## config.mk

```make
export PLATFORM = sky130hd
export DESIGN_NAME = sccb_init_seq
export DESIGN_NICKNAME = d
export VERILOG_FILES = /design/src/rtl/sccb_init_seq_pkg.sv /design/src/rtl/sccb_init_seq.sv
export SDC_FILE = /design/constraint.sdc
export NUM_CORES = 1
export LEC_CHECK = 0
export ABC_AREA = 0
export BUFFER_PORTS_ARGS = -buffer_cell sky130_fd_sc_hd__buf_2
export CORE_MARGIN = 8
export CORE_UTILIZATION = 31
export DETAILED_ROUTE_END_ITERATION = 10
export HOLD_SLACK_MARGIN = 0.02
export PLACE_DENSITY = 0.48
export SLEW_MARGIN = 20
export SYNTH_ARGS = -nofsm -noshare
export SYNTH_HDL_FRONTEND = slang
export SYNTH_SLANG_ARGS = --single-unit
```

## constraint.sdc

```tcl
create_clock -name sccb_clk -period 2.3 [get_ports sccb_clk]
set_input_delay 0 -clock sccb_clk [delete_from_list [all_inputs] [get_ports sccb_clk]]
set_output_delay 0 -clock sccb_clk [all_outputs]
set_load 0.03 [all_outputs]
```

## src/rtl/sccb_init_seq_pkg.sv

```systemverilog
// Shared encodings for the SCCB init sequencer: bus commands, response
// codes, table marker values and the sequencer state type.
package sccb_init_seq_pkg;

  // Bus command encodings (host and bridge ports share them)
  localparam logic [2:0] CMD_IDLE = 3'b000;
  localparam logic [2:0] CMD_WR   = 3'b001;
  localparam logic [2:0] CMD_RD   = 3'b010;

  // Bus response: data valid / accepted
  localparam logic [1:0] RESP_DVA = 2'b01;

  // Table markers: whole-entry end marker and the register value that
  // turns an entry into a delay request
  localparam logic [15:0] MARK_END   = 16'hFFFF;
  localparam logic [7:0]  MARK_DELAY = 8'hFE;

  typedef enum logic [2:0] {
    ST_IDLE,
    ST_FETCH,
    ST_DECODE,
    ST_ISSUE,
    ST_WAIT_ACC,
    ST_WAIT_CMPL,
    ST_DELAY,
    ST_DONE
  } state_e;

  // Delay length in sccb_clk cycles for a delay entry; kept at 24 bits so
  // val * unit cannot overflow for 8-bit val and 16-bit unit.
  function automatic logic [23:0] delay_cycles(input logic [7:0] val,
                                                input logic [15:0] unit);
    return {16'd0, val} * {8'd0, unit};
  endfunction

endpackage

```

## src/rtl/sccb_init_seq.sv

```systemverilog
// SCCB init sequencer: walks a {reg, val} table and issues each entry as
// a write to the SCCB bridge, with delay entries and an end marker. When
// not running, the host port passes straight through to the bridge.
module sccb_init_seq
  import sccb_init_seq_pkg::*;
#(
  parameter logic [6:0]  DEV_ID     = 7'h21,
  parameter logic [15:0] DELAY_UNIT = 16'd50000,
  parameter logic [19:0] TIMEOUT    = 20'hFFFFF
) (
  input  logic        sccb_clk,
  input  logic        sccb_reset_n,
  input  logic        start,
  output logic        busy,
  output logic        done,
  output logic        error,
  input  logic [2:0]  h_mcmd,
  input  logic [14:0] h_maddr,
  input  logic [7:0]  h_mdata,
  output logic        h_scmdaccept,
  output logic [1:0]  h_sresp,
  output logic [7:0]  h_sdata,
  output logic [2:0]  m_mcmd,
  output logic [14:0] m_maddr,
  output logic [7:0]  m_mdata,
  input  logic        m_scmdaccept,
  input  logic [1:0]  m_sresp,
  input  logic [7:0]  m_sdata,
  output logic [7:0]  rom_addr,
  input  logic [15:0] rom_data
);

  state_e      state_q;
  logic        busy_q, done_q, error_q, pend_q;
  logic [7:0]  index_q;
  logic [23:0] dly_q;
  logic [19:0] tmo_q;
  logic [2:0]  m_mcmd_q;
  logic [14:0] m_maddr_q;
  logic [7:0]  m_mdata_q;

  logic        host_own;
  logic        start_ok;
  logic        last_entry;
  logic        tmo_hit;
  logic [7:0]  index_d;
  logic [19:0] tmo_d;
  logic [23:0] dly_d;

  assign host_own   = (state_q == ST_IDLE) || (state_q == ST_DONE);
  // Only hand the bridge to the sequencer when it is idle and the host
  // is not in the middle of presenting a command.
  assign start_ok   = (start || pend_q) && m_scmdaccept && (h_mcmd == CMD_IDLE);
  assign last_entry = (index_q == 8'hFF);
  assign tmo_hit    = (tmo_q >= TIMEOUT - 20'd1);
  assign index_d    = index_q + 8'd1;
  assign tmo_d      = tmo_q + 20'd1;
  assign dly_d      = dly_q - 24'd1;

  // Sequencer FSM with all control outputs registered
  always_ff @(posedge sccb_clk or negedge sccb_reset_n) begin
    if (!sccb_reset_n) begin
      state_q   <= ST_IDLE;
      busy_q    <= 1'b0;
      done_q    <= 1'b0;
      error_q   <= 1'b0;
      pend_q    <= 1'b0;
      index_q   <= 8'd0;
      dly_q     <= 24'd0;
      tmo_q     <= 20'd0;
      m_mcmd_q  <= CMD_IDLE;
      m_maddr_q <= 15'd0;
      m_mdata_q <= 8'd0;
    end else begin
      case (state_q)
        ST_IDLE, ST_DONE: begin
          if (start_ok) begin
            pend_q   <= 1'b0;
            index_q  <= 8'd0;
            done_q   <= 1'b0;
            error_q  <= 1'b0;
            busy_q   <= 1'b1;
            m_mcmd_q <= CMD_IDLE;
            state_q  <= ST_FETCH;
          end else if (start) begin
            pend_q <= 1'b1;
          end
        end
        // rom_addr follows index_q; the ROM output is valid next cycle
        ST_FETCH: state_q <= ST_DECODE;
        ST_DECODE: begin
          if (rom_data == MARK_END) begin
            busy_q  <= 1'b0;
            done_q  <= 1'b1;
            state_q <= ST_DONE;
          end else if (rom_data[15:8] == MARK_DELAY) begin
            dly_q   <= delay_cycles(rom_data[7:0], DELAY_UNIT);
            state_q <= ST_DELAY;
          end else begin
            m_mcmd_q  <= CMD_WR;
            m_maddr_q <= {DEV_ID, rom_data[15:8]};
            m_mdata_q <= rom_data[7:0];
            state_q   <= ST_ISSUE;
          end
        end
        ST_ISSUE: begin
          tmo_q   <= 20'd0;
          state_q <= ST_WAIT_ACC;
        end
        // Bridge signals acceptance by dropping m_scmdaccept
        ST_WAIT_ACC: begin
          if (!m_scmdaccept) begin
            m_mcmd_q <= CMD_IDLE;
            tmo_q    <= 20'd0;
            state_q  <= ST_WAIT_CMPL;
          end else if (tmo_hit) begin
            m_mcmd_q <= CMD_IDLE;
            error_q  <= 1'b1;
            busy_q   <= 1'b0;
            state_q  <= ST_IDLE;
          end else begin
            tmo_q <= tmo_d;
          end
        end
        // Bridge returning to accept-ready means the transfer finished
        ST_WAIT_CMPL: begin
          if (m_scmdaccept) begin
            if (last_entry) begin
              busy_q  <= 1'b0;
              done_q  <= 1'b1;
              state_q <= ST_DONE;
            end else begin
              index_q <= index_d;
              state_q <= ST_FETCH;
            end
          end else if (tmo_hit) begin
            m_mcmd_q <= CMD_IDLE;
            error_q  <= 1'b1;
            busy_q   <= 1'b0;
            state_q  <= ST_IDLE;
          end else begin
            tmo_q <= tmo_d;
          end
        end
        ST_DELAY: begin
          if (dly_q == 24'd0) begin
            if (last_entry) begin
              busy_q  <= 1'b0;
              done_q  <= 1'b1;
              state_q <= ST_DONE;
            end else begin
              index_q <= index_d;
              state_q <= ST_FETCH;
            end
          end else begin
            dly_q <= dly_d;
          end
        end
        default: state_q <= ST_IDLE;
      endcase
    end
  end

  assign busy     = busy_q;
  assign done     = done_q;
  assign error    = error_q;
  assign rom_addr = index_q;

  // Bridge side: host passthrough when idle, sequencer registers otherwise
  assign m_mcmd  = host_own ? h_mcmd  : m_mcmd_q;
  assign m_maddr = host_own ? h_maddr : m_maddr_q;
  assign m_mdata = host_own ? h_mdata : m_mdata_q;

  // Host side: bridge responses are hidden while the sequencer owns it
  assign h_scmdaccept = host_own ? m_scmdaccept : 1'b0;
  assign h_sresp      = host_own ? m_sresp      : 2'b00;
  assign h_sdata      = host_own ? m_sdata      : 8'h00;

endmodule

```

==> key figures <==
Outcome
  – Status: finished with violations
  – Failing checks: setup timing

Placement
  – Placed wire-length estimate: 14,600 um
  – Dpl ws: -868 ps
  – Dpl cell area: 8040 um^2
  – GPL Wtd Cong: 0.849
  – Port Buffers: 103

Logic synthesis
  – Synth Register Bits: 79
  – Post-synthesis sequential area ratio: 32.1%
  – Largest area contributor in the netlist: dfrtp_1
  – Synth Net Count: 799
  – Area fraction of the dominant cell type after synthesis: 32.1%
  – Mapped Area: 6160 um^2
  – YS warnings: 0
  – Synth area leaders: dfrtp_1, ha_1, mux2_2
  – EDFF count, synth: 0
  – Ys async rst share: 100%
  – Ys flop type: dfrtp_1
  – Mapped Cells: 673
  – Avg Inst Size Synth: 9.15 um^2
  – Distinct cells, synth: 72

Setup path
  – Worst EP arrival: between 3000 and 4000 ps
  – CP top delay family: adder cells
  – Worst path cell trace: buf_8, ha_4, ha_4, inv_2, fa_1, inv_1, fa_1, ha_4, a211oi_4, o21bai_4, o22ai_4, buf_4, o2111a_1, a21oi_2, o211ai_1
  – Reg-to-reg critical path endpoint: dly_q[20]$_DFFE_PN0P_
  – Max incr delay on CP: 470 ps
  – Most used cell, CP: ha_4
  – Worst path slowest cell: fa_1
  – Worst-path fanout max: 5
  – CP Launch Type: input port
  – Crit path buffers/inverters: 4
  – CP required: 2550 ps
  – CP endpoint kind: flop
  – R2r startpoint: dly_q[7]$_DFFE_PN0P_
  – R2R setup slack: -210 ps
  – Crit Path Class: in -> reg
  – R2R cell count: 5

Layout
  – Share of cells above drive strength 1: 41.4%
  – Fin nets: 1,025
  – Cell area after layout: 8960 um^2
  – Fill cells: between 1,500 and 2,000
  – Ant. Diodes: 0
  – Area grow syn2layout: 45.5%

GRT
  – GR Util All Layers: around 15%
  – Global-route wire length before repair: 30,400 um
  – Number of global-route vias before repair: a little over 6,000
  – Antenna violations before repair: 0
  – Pin count of the biggest net entering global routing: 53
  – Grt ovf: 0

Job
  – Max Cap Viol: 0

Drt
  – Iteration-0 DRC Markers: roughly 270
  – Vias per inst: 5.10
  – DRT Pass-1 Iters: 4
  – Routed WL per cell: 16.3 um
  – # DRC: 0
  – Via count: roughly 6,000
  – ANT nets after route: 0
  – Final WL: 19,000 um

STA
  – Final min period: 2820 ps
  – Crit share post-route: 123%
  – RSZ-0062 raised after global routing: yes
  – Final setup vio count: 20
  – Max_slew headroom: 52.4%
  – Maximum clock rate: 0.355 GHz
  – Worst Slack Setup Final: -519 ps
  – Clock Skew: around 10 ps
  – Hold_ws: 34.3 ps
  – Worst slew pin tran: a little over 700 ps
  – Max-slew violation count: 0
  – Final hold vios: 0

Power and ir drop
  – Pwr/cell area: 1140 nW/um^2
  – LEAKAGE: 0.00405 uW
  – Worst VDD drop: 0.000546 V

CTS
  – Worst-case clock buffer depth: 2
  – Root buffer cell: clkbuf_16
  – # H-tree levels: 3
  – Reg clk slew, reported paths: 60 ps
  – Clk sinks: 79
  – Worst-Skew Late Latency: 350 ps
  – Number of buffers created by CTS: 9
  – CTS tree: yes

Floorplan
  – Core area: 19,500 um^2
  – Die height: between 150 and 200 um
  – Initial Utilization: a little under a third
  – Die area: 24,600 um^2
  – Die X: 157 um
  – Std-Cell Rows: roughly 50
  – IO Count: 104

Min path
  – Hold crit path type: in -> reg
  – Hold_sp: rom_data[3]
  – Hold-critical path depth: 3
  – Hold Path End: m_mdata_q[3]$_DFFE_PN0P_
==> layout make-up <==
class	instances	area [um^2]	share of cell area [%]
repair buffers	245	1700	19.0
flip-flops and latches	79	1980	22.1
multi-input cells	542	4590	51.2
clock buffers	10	239	2.67
well taps	265	332	3.70
inverters	22	82.6	0.921
clock inverters	5	41.3	0.461
==> per-stage QoR <==
stage,util [%],setup TNS [ps],total power [uW],std cells
6_report,46.1,-4720,10200,1168
2_1_floorplan,-,-5180,6120,673
4_1_cts,44.7,-4640,9900,1165
3_5_place_dp,41.3,-10610,8140,1134
5_1_grt,46.1,-7250,11000,1168
3_3_place_gp,41.3,-10210,8050,1134
==> where the power goes <==
part	switching, uW	total (uW)	internal, uW	leakage [uW]
Clock	624	1390	765	0.000132
Combinational	3660	6640	2980	0.00292
Sequential	359	2210	1850	0.00100
Total	4640	10200	5590	0.00405
==> cells in the final DEF, fill, tap and decap left out, types with 18 or more instances in the layout <==
| cell | n |
|---|---|
| inv_1 | 18 |
| nor2_1 | 53 |
| o21ai_0 | 35 |
| buf_4 | 125 |
| buf_2 | 97 |
| a21oi_1 | 23 |
| dfrtp_1 | 79 |
| mux2_2 | 36 |
| ha_1 | 41 |
| nand2_1 | 40 |
==> registers in the layout (all words and copies together) (netlist names) <==
signal,cells
busy,1
dly_q,24
done,1
error,1
m_maddr_q,9
m_mcmd_q,3
m_mdata_q,8
pend_q,1
rom_addr,8
state_q,3
tmo_q,20
==> Yosys cell counts (10+ instances only) <==
| cell | instances |
|---|---|
| a21oi_1 | 36 |
| a31oi_1 | 11 |
| and2_1 | 17 |
| and3_1 | 10 |
| clkbuf_1 | 26 |
| dfrtp_1 | 79 |
| fa_1 | 12 |
| ha_1 | 58 |
| inv_1 | 22 |
| mux2_2 | 36 |
| nand2_1 | 43 |
| nand3_1 | 16 |
| nor2_1 | 57 |
| nor3_1 | 17 |
| nor4_1 | 13 |
| o21a_1 | 11 |
| o21ai_0 | 54 |
| xnor2_1 | 18 |
==> layer usage <==
metal	vias to the layer above	GRT usage (%)	share of wire [%]
li1	2942	-	-
met1	2935	18.3	44
met2	70	27.6	53
met3	11	2.91	2.7
met4	0	3.11	0.87
met5	-	0	0
==> how the worst max path moves through the flow <==
stage / from / cells after the start / end / slack (ps)
finish: rom_data[4] / 15 / dly_q[19]$_DFFE_PN0P_ / -520
CTS: rom_data[4] / 14 / dly_q[20]$_DFFE_PN0P_ / -460
floorplan: rom_data[4] / 13 / dly_q[23]$_DFFE_PN0P_ / -530
global placement: rom_data[4] / 14 / dly_q[18]$_DFFE_PN0P_ / -840
global route: rom_data[4] / 15 / dly_q[19]$_DFFE_PN0P_ / -620
detailed placement: rom_data[4] / 14 / dly_q[18]$_DFFE_PN0P_ / -870
==> repair_timing <==
item                       4_1_cts  5_1_grt
resized for setup               55       56
setup buffers                    5        4
pin swaps                       26       27
gates cloned                     1        1
hold buffers                    10        0
setup endpoints to repair       43       52
hold endpoints to repair        60        0
==> cells by family (layout without fill, tap and decap cells) <==
family                   after synthesis  after routing  synth area share [%]
buffers and inverters                 52            282                  3.31
multiplexers                          37             37                  6.74
AND/OR/NAND/NOR                      225            225                  19.1
XOR/XNOR                              27             27                  3.84
flip-flops                            79             79                  32.1
adder cells (fa/ha/maj)               70             70                  15.7
AO/OA/AOI/OAI                        183            183                  19.3
==> worst reg2reg max path, cell delays in order, from the launching register on <==
cell	delay (ps)
dfrtp_1	380
or4_4	560
or4_4	570
or3b_4	440
or3b_1	390
o211ai_1	100
No activity file was read; power rests on OpenSTA's default activity.
